--- src/rtl/k_counter.sv ---
// k_counter: DPLL loop filter with independent modulo-2^k up/down counters and quiet-window lock detect
module k_counter #(
  parameter int MAX_K       = 16,
  parameter int LOCK_WINDOW = 256
) (
  input  logic       clk,
  input  logic       reset,
  input  logic       enable,
  input  logic       dnUp,
  input  logic [4:0] kSel,
  output logic       carry,
  output logic       borrow,
  output logic       locked
);
  localparam int QW = $clog2(LOCK_WINDOW + 1);
  localparam logic [QW-1:0] LW = QW'(LOCK_WINDOW);
  logic [MAX_K-1:0] up_cnt, dn_cnt, up_nx, dn_nx, m1;
  logic [4:0] k_q, k_eff;
  logic [QW-1:0] quiet, quiet_nx;
  logic chg, up_ev, dn_ev, carry_nx, borrow_nx;
  always_comb begin
    k_eff = kSel < 5'd3 ? 5'd3 : kSel > 5'(MAX_K) ? 5'(MAX_K) : kSel;
    chg = k_eff != k_q;
    m1 = (MAX_K'(1) << k_q) - MAX_K'(1);
    up_ev = !chg && enable && !dnUp;
    dn_ev = !chg && enable && dnUp;
    carry_nx = up_ev && up_cnt == m1;
    borrow_nx = dn_ev && dn_cnt == m1;
    up_nx = chg || carry_nx ? '0 : up_ev ? up_cnt + MAX_K'(1) : up_cnt;
    dn_nx = chg || borrow_nx ? '0 : dn_ev ? dn_cnt + MAX_K'(1) : dn_cnt;
    quiet_nx = chg || carry_nx || borrow_nx ? '0 : quiet == LW ? quiet : quiet + QW'(1);
  end
  always_ff @(posedge clk or negedge reset) begin
    if (!reset) begin
      up_cnt <= '0;
      dn_cnt <= '0;
      k_q    <= 5'd3;
      quiet  <= '0;
      carry  <= 1'b0;
      borrow <= 1'b0;
    end else begin
      up_cnt <= up_nx;
      dn_cnt <= dn_nx;
      k_q    <= k_eff;
      quiet  <= quiet_nx;
      carry  <= carry_nx;
      borrow <= borrow_nx;
    end
  end
  assign locked = quiet == LW;
endmodule

--- config.mk ---
export PLATFORM = sky130hd
export DESIGN_NAME = k_counter
export DESIGN_NICKNAME = d
export VERILOG_FILES = /design/src/rtl/k_counter.sv
export SDC_FILE = /design/constraint.sdc
export NUM_CORES = 1
export LEC_CHECK = 0
export CORE_ASPECT_RATIO = 0.6
export CORE_MARGIN = 5
export CORE_UTILIZATION = 56
export DETAILED_ROUTE_END_ITERATION = 8
export PLACE_DENSITY = 0.86
export SETUP_SLACK_MARGIN = 0.4
export SYNTH_ARGS = -nofsm -noshare
export SYNTH_HDL_FRONTEND = slang
export SYNTH_SLANG_ARGS = --single-unit
export TNS_END_PERCENT = 20
--- constraint.sdc ---
create_clock -name clk -period 3.8 [get_ports clk]
set_clock_uncertainty 0.1 [all_clocks]
set_input_delay 0.76 -clock clk [delete_from_list [all_inputs] [get_ports clk]]
set_output_delay 0.76 -clock clk [all_outputs]
set_load 0.05 [all_outputs]
* Word level (Yosys, flattened, before mapping)
Cells that the tools add are included.
** Storage, ports and cells
- Bits in registers :: 48
- Latch bits :: 0
- RAM bits :: 0
- Memory bits (read-only) :: 0
- Bits of input ports :: 9
- Output and inout port bits :: 3
- Logic and storage cells :: 38
- Memories kept :: 0
** Operators by class
- Add/subtract/negate cells :: 4
- Multipliers :: 0
- Div/mod/pow operators :: 0
- Magnitude comparators :: 2
- Equal/unequal tests :: 5
- Shift operators :: 1
- Muxes and demuxes :: 8
- Bitwise gates (word level) :: 0
- Reduce and logical (&&, ||, !) cells :: 12
** Operators with widths (number)
- 2-to-1 mux 16 bit :: 4
- adder 16 x 1 -> 16 bit, second input constant :: 2
- equality test 16 bit :: 2
- 2-to-1 mux 9 bit :: 2
- left shift 1 x 5 -> 16 bit, first input constant :: 1
- subtractor 16 x 2 -> 16 bit, second input constant :: 1
- 2-to-1 mux 5 bit :: 2
- adder 9 x 1 -> 9 bit, second input constant :: 1
- equality test 9 bit, second input constant :: 1
- > comparator 5 bit, second input constant :: 1
- logical AND 1 bit :: 5
- less-than comparator 5 x 2 -> 1 bit, second input constant :: 1
- != test 5 bit :: 1
- nonzero test 2 bit :: 2
- logical OR 1 bit :: 3
- logical NOT 1 bit :: 2
- != test 2 x 1 -> 1 bit, second input constant :: 1

* Longest topological paths before layout
Gate-level depths: netlist of the first run.
- Depth after elaboration :: 11
- Mapped depth :: 15
- Depth with buffers taken out :: 10

* Worst setup path after synthesis of the first run
No wires, ideal clock.
- Path kind :: reg2reg
- Start :: register k_q[3]
- End :: register dn_cnt[0]
- Library setup time :: 0.136 ns
- Arrival time :: 3.552 ns
- Required time :: 3.564 ns
- Slack :: 0.012 ns
- Stages on the path, launching flop included :: 14
- Path buffers :: 4
- Cell sequence :: dfrtp_1 > buf_6 > buf_6 > or3_1 > or3b_2 > ha_1 > clkbuf_1 > or3_1 > o221a_2 > xnor2_1 > or4_1 > nor4_4 > buf_6 > nor3_1
** On the way
- Cells in the longest elaborated chain, start to end :: 7
** RTL lines
- from (decl) :: line 18 : logic [4:0] k_q, k_eff;
- from (signal assigned) :: line 44 : k_q <= k_eff;
- branches (longest 4 deep; another with subtractor 16 x 2 -> 16 bit)
- logical AND 1 bit (*) :: line 28 : borrow_nx = dn_ev && dn_cnt == m1;
- named net borrow_nx :: line 20 : logic chg, up_ev, dn_ev, carry_nx, borrow_nx;
- logical OR 1 bit (*) :: line 30 : dn_nx = chg || borrow_nx ? '0 : dn_ev ? dn_cnt + MAX_K'(1) : dn_cnt;
- 2-to-1 mux 16 bit or nonzero test 2 bit (tied branches)
- to (signal assigned) :: line 43 : dn_cnt <= dn_nx;
- to (decl) :: line 17 : logic [MAX_K-1:0] up_cnt, dn_cnt, up_nx, dn_nx, m1;
Mark *: on every way through the listed nets, which the timed path passes.
A chain may end at the register's enable or synchronous reset.

* Worst setup path in the final report of the first run
- Start :: register k_q[4]
- End :: register quiet[7]
** On the way
- Cells in the longest elaborated chain, start to end :: 8
** RTL lines
- branches (longest 6 deep; another with subtractor 16 x 2 -> 16 bit)
- logical OR 1 bit (*) :: line 31 : quiet_nx = chg || carry_nx || borrow_nx ? '0 : quiet == LW ? quiet : quiet + QW'(1);
- != test 2 x 1 -> 1 bit (no line) or 2-to-1 mux 9 bit (tied branches)
- to (signal assigned) :: line 45 : quiet <= quiet_nx;
- to (decl) :: line 19 : logic [QW-1:0] quiet, quiet_nx;
Mark *: on every way between the ends.

==> flow_metrics.py, run 1 <==
metrics = {
    "grt": {
        "grt_max_degree": 49,
        "top_usage_layer": "met1",
        "grt-ovfl-total": 0,
        "grt_use_met2_pct": 29.3,
        "grt_antenna_before_repair": 0,
        "grtUsageTotal_pct": 21.4,
        "grt_first_pass_wirelength_um": 13100,
        "grt_use_met3_pct": 4.24,
        "grt_pass1_vias": 2589,
        "globalRouteMet1Util_pct": 33.4,
    },
    "power": {
        "p_clk_share_pct": 38.5,
        "intPower_mw": 0.846,
        "power_frac_seq_pct": 45.8,
        "p_sw_mw": 0.290,
        "power_mw": 1.14,
        "p_leak_nw": 1.45,
        "swShare_pct": 25.5,
        "p_per_area_nw_per_um2": 296,
        "peakVddDrop_mv": 0.149,
        "pwr-share-comb_pct": 15.6,
    },
    "routing": {
        "wl_per_cell_um": 17.3,
        "wl_um": 8250,
        "drc": 0,
        "route.vias.total": 2964,
        "drt-initial-drc-count": 270,
        "ant_nets": 0,
        "firstDrtPassIters": 5,
        "vias_per_cell": 6.21,
    },
    "yosys": {
        "synth_area_leaders": "dfrtp_1 (34%), xor2_1 (8.1%), xnor2_1 (7.1%)",
        "synth.net_count": 402,
        "synth.top_cell.area_share_pct": 34.4,
        "yosysMostFrequentCell": "dfrtp_1",
        "syn_inst": 388,
        "avgSynthCellArea_um2": 8.62,
        "synth-seq-cells": 48,
        "synthTopCellsByCount": "dfrtp_1 (46), nor3_1 (37), nor2_1 (33), xor2_1 (31), xnor2_1 (27)",
        "synth_top_cell_by_area": "dfrtp_1",
        "synth.distinct_cells": 56,
        "synthArstFlopShare_pct": 100,
        "ys_seq_area_share_pct": 36.0,
        "synth-edff-count": 0,
        "yosysWarnings": 0,
        "synth_area_um2": 3340,
        "ys.flop_type": "dfrtp_1",
    },
    "die": {
        "pin_count": 12,
        "core_area_um2": 5680,
        "row_count": 21,
        "die_x_um": 110,
        "start_util_pct": 58.9,
        "dieArea_um2": 7670,
        "die_height_um": 69.9,
    },
    "sta": {
        "hold_violations": 0,
        "fmax_ghz": 0.287,
        "fin_crit_ns": 3.48,
        "slew_headroom_pct": 28.5,
        "timing.final.ws_setup_ns": 0.316,
        "setup_viol": 0,
        "rsz0062_at_grt": "true",
        "tns_ns": 0,
        "drv_slew": 0,
        "final.period_utilization_pct": 91.7,
        "worst_slew_pin_slew_ns": 1.07,
    },
    "placed_design": {
        "dp_hpwl_um": 5350,
        "place_ws_ns": 0.218,
        "dp_cells": 457,
        "place.port_buffers": 11,
        "place_congestion": 0.925,
        "post_dp_cell_area_um2": 3490,
    },
    "hold_path": {
        "hold_end": "up_cnt[15]$_DFFE_PN0P_",
        "hp-start": "up_cnt[15]$_DFFE_PN0P_",
        "hold_depth": 2,
        "hp-class": "flop to flop",
    },
    "critical_path": {
        "timing.rr.start": "k_q[4]$_DFF_PN0_",
        "cp_cell_sequence": "or3_4 > or3b_4 > ha_4 > or3_4 > o221a_4 > xnor2_1 > or4_4 > nor4_4 > buf_6 > buf_8 > nor3_1",
        "worst_path_max_delay_cell": "or4_4",
        "crit_top_cell": "or3_4",
        "crit_arrival_ns": 3.57,
        "ff2ff_path_depth": 11,
        "required_ns": 3.89,
        "criticalPathCategory": "flop to flop",
        "critPathMaxStageDelay_ns": 0.49,
        "rrSetupSlack_ns": 0.32,
        "crit_family": "simple AND/OR/NAND/NOR gates",
        "endpoint_kind": "flop",
        "start_kind": "flop",
        "r2r_end": "quiet[7]$_DFFE_PN0P_",
        "critPathBufInv": 2,
        "crit_fanout": 7,
    },
    "layout": {
        "drive_above_1_share_pct": 15.4,
        "final_cells": 477,
        "fin_nets": 411,
        "n_antenna_cell": 0,
        "nFillCells": 454,
        "postLayoutCellArea_um2": 3830,
        "syn2layout_area_growth_pct": 14.7,
    },
    "outcome": {
        "status": "complete, no violations",
    },
    "clocking": {
        "cts.path.max_buffers": 2,
        "cts_buffers": 5,
        "htreeDepth": 2,
        "cts_tree": "done",
        "cts_root_buf": "clkbuf_8",
        "clk_latency_ns": 0.31,
        "clkSinkCount": 48,
        "clk_pin_slew_ns": 0.10,
    },
    "job": {
        "cap_violations": 0,
    },
}
==> layer usage <==
layer,part of all wire [%],vias to the layer above
met1,46,1420
met3,8.9,16
li1,-,1392
met2,44,136
met5,0,-
met4,1.3,0
==> cell families (layout without fill, tap and decap cells) <==
kind of cell / count (synthesis) / in the layout / synth area share, %
AO/OA/AOI/OAI: 58 / 58 / 12.2
XOR/XNOR: 58 / 58 / 15.2
adder cells (fa/ha/maj): 5 / 5 / 1.87
buffers and inverters: 40 / 49 / 5.65
flip-flops: 48 / 48 / 36.0
multiplexers: 1 / 1 / 0.299
AND/OR/NAND/NOR: 178 / 178 / 28.8
==> worst min-delay path, cell delays in order (launching register included) <==
cell	delay, ns
dfrtp_1	0.38
xor2_1	0.08
nor2_1	0.08
==> final cells by class <==
type                    count  area [um2]  area share, %
clock buffers               5        68.8           1.79
clock inverters             2        60.1           1.57
inverters                  10        37.5          0.979
multi-input cells         300        2080           54.1
flip-flops and latches     48        1200           31.4
well taps                  80         100           2.61
repair buffers             32         289           7.54
==> cells in the final DEF (no fill, tap or decap), types with 2 or more instances in the layout <==
cell type and instances:
dfrtp_1 46, nor2_1 33, xor2_1 31, xnor2_1 27
nor3_1 25, nand2_1 25, nand3_1 19, a21oi_1 15
buf_4 15, o21ai_0 13, nor3_2 12, inv_1 10
clkdlybuf4s50_1 10, nor4_1 8, and3_1 8, nand4_1 8
nand2b_1 5, nor2b_1 5, clkbuf_8 5, or3_1 4
o2111ai_1 4, ha_1 4, nor4b_1 3, or4b_2 3
o21a_1 3, o211ai_1 3, and4_1 3, buf_8 3
or3_4 2, nor4_4 2, nor3b_1 2, or4_1 2
a21o_1 2, or4b_1 2, bufinv_16 2, buf_6 2
dfstp_2 2
==> registers in the layout, indices dropped and copies added (netlist names) <==
signal  flops
borrow      1
dn_cnt     16
carry       1
up_cnt     16
quiet       9
k_q         5
==> worst max path at each step <==
stage                           from                      to  slack [ns]  cells after the start
floorplan           k_q[3]$_DFF_PN0_   dn_cnt[0]$_DFFE_PN0P_        0.05                     13
global placement    k_q[2]$_DFF_PN0_    quiet[2]$_DFFE_PN0P_        0.30                     10
detailed placement  k_q[2]$_DFF_PN0_    quiet[0]$_DFFE_PN0P_        0.22                     10
CTS                 k_q[2]$_DFF_PN0_  dn_cnt[11]$_DFFE_PN0P_        0.41                     10
global route        k_q[4]$_DFF_PN0_    quiet[3]$_DFFE_PN0P_        0.28                     11
finish              k_q[4]$_DFF_PN0_    quiet[7]$_DFFE_PN0P_        0.32                     11
==> power groups by stage <==
stage	clock [mW]	combinational, mW	sequential [mW]
after floorplan	0	0.111	0.529
after global placement	0	0.150	0.532
after detailed placement	0	0.154	0.532
after CTS	0.442	0.166	0.520
after global routing	0.463	0.190	0.521
final	0.438	0.178	0.520
==> timing repair <==
item	in CTS	in global routing
hold buffers	0	0
cloned	2	1
endpoints found under the hold margin	0	0
setup buffers	6	4
setup endpoints to repair	41	40
gates resized for setup	7	21
pin swaps	2	7
==> metrics by stage <==
stage | utilization (%) | hold WS (ns)
floorplan | - | 0.364
global placement | 61.6 | 0.453
detailed placement | 61.6 | 0.455
CTS | 65.3 | 0.479
global route | 67.6 | 0.524
finish | 67.6 | 0.482
Note: power is estimated with default switching activity, not from simulation.
==> inputs of run 2 (changes only) <==
CORE_UTILIZATION = 50   (was 56)
PLACE_DENSITY = 0.79   (was 0.86)
clock period = 2.9 ns   (was 3.8 ns; I/O delays follow)
==> run 2 against run 1 <==
The run now ends with negative setup slack left; sequential cell count did not move; worst hold slack worse by 0.35 ns; critical path depth unchanged; die area grew 11%; worst setup slack worse by 0.87 ns; total power is 31% higher; largest power group unchanged; final area grew 9.4%.
==> flow_metrics.py, run 2 (synthesized netlist as in run 1, its figures left out) <==
metrics = {
    "outcome": {
        "status": "complete, but fails checks",
        "violations": "negative setup slack",
    },
    "routing": {
        "drt-initial-drc-count": 465,
        "drc": 0,
        "wl_per_cell_um": 17.9,
        "wl_um": 9210,
        "ant_nets": 0,
        "vias_per_cell": 6.15,
        "route.vias.total": 3173,
        "firstDrtPassIters": 5,
    },
    "die": {
        "row_count": 23,
        "start_util_pct": 50.7,
        "core_area_um2": 6590,
        "pin_count": 12,
        "dieArea_um2": 8480,
        "die_height_um": 73.3,
        "die_x_um": 116,
    },
    "layout": {
        "nFillCells": 509,
        "final_cell_mix": "dfrtp_1 (46), buf_4 (40), nor3_1 (37)",
        "n_antenna_cell": 0,
        "top_regs": "dn_cnt x16, up_cnt x16, quiet x9",
        "syn2layout_area_growth_pct": 25.5,
        "mostFrequentLayoutCell": "dfrtp_1",
        "fin_nets": 442,
        "multi_input_area_um2": 2130,
        "seq_area_um2": 1200,
        "postLayoutCellArea_um2": 4200,
        "final_cells": 516,
        "drive_above_1_share_pct": 24.0,
    },
    "critical_path": {
        "cp_cell_sequence": "or3_4 > or3b_4 > ha_4 > or3_4 > o221a_4 > xnor2_1 > or4_4 > nor4_4 > buf_4 > buf_12 > nor3_1",
        "crit_arrival_ns": 3.55,
        "critPathMaxStageDelay_ns": 0.43,
        "worst_path_max_delay_cell": "or4_4",
        "crit_top_cell": "or3_4",
        "endpoint_kind": "flop",
        "crit_fanout": 13,
        "criticalPathCategory": "flop to flop",
        "start_kind": "flop",
        "required_ns": 3.00,
    },
    "clocking": {
        "clk_pin_slew_ns": 0.10,
        "cts_buffers": 5,
        "clk_latency_ns": 0.32,
        "cts.path.max_buffers": 2,
        "cts_hold_buffers": 0,
        "clkSinkCount": 48,
        "htreeDepth": 2,
        "cts_tree": "done",
        "cts_root_buf": "clkbuf_8",
    },
    "power": {
        "power_mw": 1.49,
        "power_frac_seq_pct": 45.8,
        "swShare_pct": 27.6,
        "intPower_mw": 1.08,
        "peakVddDrop_mv": 0.253,
        "p_leak_nw": 1.66,
        "p_sw_mw": 0.410,
        "p_clk_share_pct": 33.6,
        "p_per_area_nw_per_um2": 354,
        "pwr-share-comb_pct": 20.6,
    },
    "sta": {
        "slew_headroom_pct": 63.1,
        "rsz0062_at_grt": "true",
        "fin_crit_ns": 3.46,
        "final.period_utilization_pct": 119,
        "timing.final.ws_setup_ns": -0.558,
        "drv_slew": 0,
        "tns_ns": -19.97,
        "hold_violations": 0,
        "setup_viol": 42,
        "worst_slew_pin_slew_ns": 0.553,
        "fmax_ghz": 0.289,
    },
    "hold_path": {
        "hp-class": "input port to async pin",
    },
    "grt": {
        "grt_pass1_vias": 3023,
        "grt_first_pass_wirelength_um": 15200,
        "grt-ovfl-total": 0,
        "grt_max_degree": 33,
        "grtUsageTotal_pct": 22.9,
        "grt_antenna_before_repair": 0,
    },
    "placed_design": {
        "dp_hpwl_um": 5980,
        "post_dp_cell_area_um2": 3740,
        "dp_cells": 492,
        "place_congestion": 0.924,
        "place.port_buffers": 11,
    },
    "job": {
        "cap_violations": 0,
    },
}
==> run 2: changes by cell type in the layout (fill, tap and decap cells not counted), moves of 3 or more <==
cell	before	now
a21oi_1	15	12
buf_12	0	3
buf_4	15	40
nor2_1	33	26
nor2_2	0	6
nor3_1	25	37
nor3_2	12	0
xnor2_1	27	24
xnor2_2	0	3
==> run 2: what timing repair did <==
action,in CTS,in global routing
setup endpoints to repair,43,43
pin swaps,10,6
cloned,5,0
gates resized for setup,25,15
buffers inserted,9,2
==> run 2: power by group through the flow <==
stage / sequential, mW / combinational (mW) / clock [mW]
finish: 0.680 / 0.307 / 0.499
global placement: 0.693 / 0.243 / 0
detailed placement: 0.693 / 0.250 / 0
floorplan: 0.693 / 0.146 / 0
CTS: 0.680 / 0.289 / 0.502
global route: 0.681 / 0.328 / 0.530
==> run 2: layout make-up <==
cell class,count,area share (%)
Sequential cell,48,28.7
Multi-Input combinational cell,301,50.7
Tap cell,87,2.59
Clock inverter,3,1.01
Inverter,10,0.894
Clock buffer,5,1.64
Timing Repair Buffer,62,14.4
==> run 2: final timing paths <==
kind / slack [ns] / endpoint / startpoint / cells after the start
max: -0.56 / quiet[6]$_DFFE_PN0P_ / k_q[2]$_DFF_PN0_ / 11
max in group asynchronous: 1.80 / up_cnt[15]$_DFFE_PN0P_ / reset / 2
min: 0.13 / k_q[4]$_DFF_PN0_ / reset / 1
min in group clk: 0.50 / up_cnt[15]$_DFFE_PN0P_ / up_cnt[15]$_DFFE_PN0P_ / 2
max reg2reg: -0.56 / quiet[6]$_DFFE_PN0P_ / k_q[2]$_DFF_PN0_ / 11
min reg2reg: 0.50 / up_cnt[15]$_DFFE_PN0P_ / up_cnt[15]$_DFFE_PN0P_ / 2
==> run 2: per-stage QoR <==
step	setup slack, ns	hold slack, ns	util (%)
2_1_floorplan	-0.845	0.184	-
3_3_place_gp	-0.396	0.449	56.7
3_5_place_dp	-0.484	0.473	56.7
4_1_cts	-0.474	0.148	62.9
5_1_grt	-0.646	0.169	63.7
6_report	-0.558	0.132	63.7
==> run 2: worst max-delay path: cells and delay by family, from the launching register on <==
family	cells	cell delay, ns
AOI/OAI and AO/OA	1	0.24
xor gates and xnor gates	1	0.13
adders and majority gates	1	0.18
buffers and inverters	2	0.32
DFF	1	0.40
and+or+nand+nor	6	1.97
==> run 2: routing by layer <==
metal  GRT usage (%)  vias up  wire (um)
met1            33.2     1555       4230
met2            35.0      124       4120
li1                -     1465          -
met4            5.86        0        187
met3            4.61       29        675
met5               0        -          0
==> inputs of run 3 (changes only) <==
PLACE_DENSITY = 0.76   (was 0.79)
clock period = 3.2 ns   (was 2.9 ns; I/O delays follow)
==> run 3 against run 2 <==
The flow still finishes with violations (negative setup slack); via count fell by 7.2%; worst hold slack gained 0.27 ns; total power down 9.4%; maximum frequency increased by 1.9%; critical path type unchanged; clock-buffer cell count is 2 higher; clock power about the same.
==> flow_metrics.py, run 3 (synthesized netlist as in run 1, its figures left out) <==
metrics = {
    "routing": {
        "wl_per_cell_um": 17.1,
        "drt-met1-wl_um": 4090,
        "drc": 0,
        "met2WireLength_um": 3660,
        "route.vias.total": 2946,
        "ant_nets": 0,
        "firstDrtPassIters": 5,
        "vias_per_cell": 5.93,
        "dr_wl_met3_um": 642,
        "top_layer_used": "met4",
        "drt-initial-drc-count": 282,
        "wl_um": 8490,
    },
    "layout": {
        "fin_nets": 423,
        "final_cell_mix": "dfrtp_1 (46), nor3_1 (36), nor2_1 (33)",
        "syn2layout_area_growth_pct": 18.0,
        "postLayoutCellArea_um2": 3950,
        "finalCoreUtilization_pct": 59.9,
        "drive_above_1_share_pct": 16.3,
        "mostFrequentLayoutCell": "dfrtp_1",
        "top_regs": "dn_cnt x16, up_cnt x16, quiet x9",
        "n_antenna_cell": 0,
    },
    "placed_design": {
        "post_dp_cell_area_um2": 3680,
        "place.port_buffers": 11,
        "dp_hpwl_um": 5700,
        "place_congestion": 0.955,
    },
    "critical_path": {
        "start_kind": "flop",
        "endpoint_kind": "flop",
        "timing.rr.start": "k_q[2]$_DFF_PN0_",
        "crit_fanout": 7,
        "crit_start": "k_q[2]$_DFF_PN0_",
        "crit_arrival_ns": 3.49,
        "required_ns": 3.29,
        "criticalPathCategory": "flop to flop",
    },
    "power": {
        "p_per_area_nw_per_um2": 341,
        "p_leak_nw": 1.55,
        "peakVddDrop_mv": 0.332,
    },
    "sta": {
        "drv_slew": 0,
        "setup_viol": 41,
        "rsz0062_at_grt": "true",
        "slew_headroom_pct": 27.2,
        "final.period_utilization_pct": 106,
        "hold_violations": 0,
        "fmax_ghz": 0.295,
        "fin_crit_ns": 3.39,
        "worst_slew_pin_slew_ns": 1.09,
        "tns_ns": -4.98,
        "timing.final.ws_setup_ns": -0.193,
    },
    "hold_path": {
        "hp-class": "input port to async pin",
    },
    "grt": {
        "grt_antenna_before_repair": 0,
        "grt_pass1_vias": 2656,
        "grtUsageTotal_pct": 20.3,
        "grt_first_pass_wirelength_um": 13500,
        "grt-ovfl-total": 0,
        "grt_max_degree": 49,
    },
    "die": {
        "start_util_pct": 50.7,
        "die_x_um": 116,
        "dieArea_um2": 8480,
        "die_height_um": 73.3,
        "core_area_um2": 6590,
        "row_count": 23,
        "pin_count": 12,
    },
    "clocking": {
        "cts_hold_buffers": 0,
        "cts_root_buf": "clkbuf_8",
        "clk_latency_ns": 0.32,
        "cts.path.max_buffers": 2,
        "clkSinkCount": 48,
        "clk_pin_slew_ns": 0.09,
        "htreeDepth": 2,
        "cts_buffers": 5,
        "cts_tree": "done",
    },
    "job": {
        "cap_violations": 0,
    },
    "outcome": {
        "violations": "negative setup slack",
        "status": "complete, but fails checks",
    },
}
## run 3: cell count changes in the layout (fill, tap and decap cells not counted), sizes merged
cell and change:
clkinv -1, dlymetal6s2s +1, clkinvlp -1, buf -19, clkbuf +3, a31o -1, bufbuf -1
## run 3: cell type report
type                    instances  area, um2
flip-flops and latches         48       1200
fillers                       555       2650
multi-input cells             300       2040
clock inverters                 1       30.0
inverters                      10       37.5
clock buffers                   7       96.3
well taps                      87        109
repair buffers                 44        427
## run 3: where the power goes
group | leakage (nW) | switching, mW | total (mW) | internal (mW)
sequential | 0.659 | 0.00462 | 0.617 | 0.612
combinational | 0.829 | 0.132 | 0.233 | 0.101
clock | 0.0645 | 0.220 | 0.496 | 0.276
total | 1.55 | 0.356 | 1.35 | 0.989
## run 3: stage by stage
stage          power, mW  worst slack, ns  hold WS, ns  std cells
2_1_floorplan      0.761           -0.545        0.244        388
3_3_place_gp       0.840           -0.118        0.440        484
3_5_place_dp       0.844           -0.153        0.465        484
4_1_cts             1.33           -0.174        0.449        492
5_1_grt             1.40           -0.269        0.509        497
6_report            1.35           -0.193        0.405        497
## run 3: routing by layer
layer / up-vias / GRT usage [%]
li1: 1420 / -
met1: 1408 / 30.6
met2: 108 / 28.8
met3: 10 / 5.10
met4: 0 / 5.21
met5: - / 0
## run 3: repair_timing
action	CTS	global route
setup buffers	0	2
gates cloned	0	3
resized for setup	0	12
setup endpoints to repair	43	43
pin swaps	0	4
## run 3: critical path: stages, from the launching register on
cell,delay [ns]
dfrtp_1,0.39
or3_4,0.38
or3b_4,0.39
ha_4,0.17
or3_4,0.37
o221a_4,0.23
xnor2_1,0.13
or4_4,0.44
nor4_4,0.28
buf_6,0.18
clkbuf_16,0.16
nor3_1,0.05
## run 3: final timing paths
path / endpoint / slack [ns] / cells after the start
worst min-delay path: k_q[2]$_DFF_PN0_ / 0.41 / 1
max in group asynchronous: up_cnt[14]$_DFFE_PN0P_ / 1.90 / 1
worst max register to register: dn_cnt[5]$_DFFE_PN0P_ / -0.19 / 11
worst min register to register: up_cnt[15]$_DFFE_PN0P_ / 0.48 / 2
worst max-delay path: dn_cnt[5]$_DFFE_PN0P_ / -0.19 / 11
min in group clk: up_cnt[15]$_DFFE_PN0P_ / 0.48 / 2
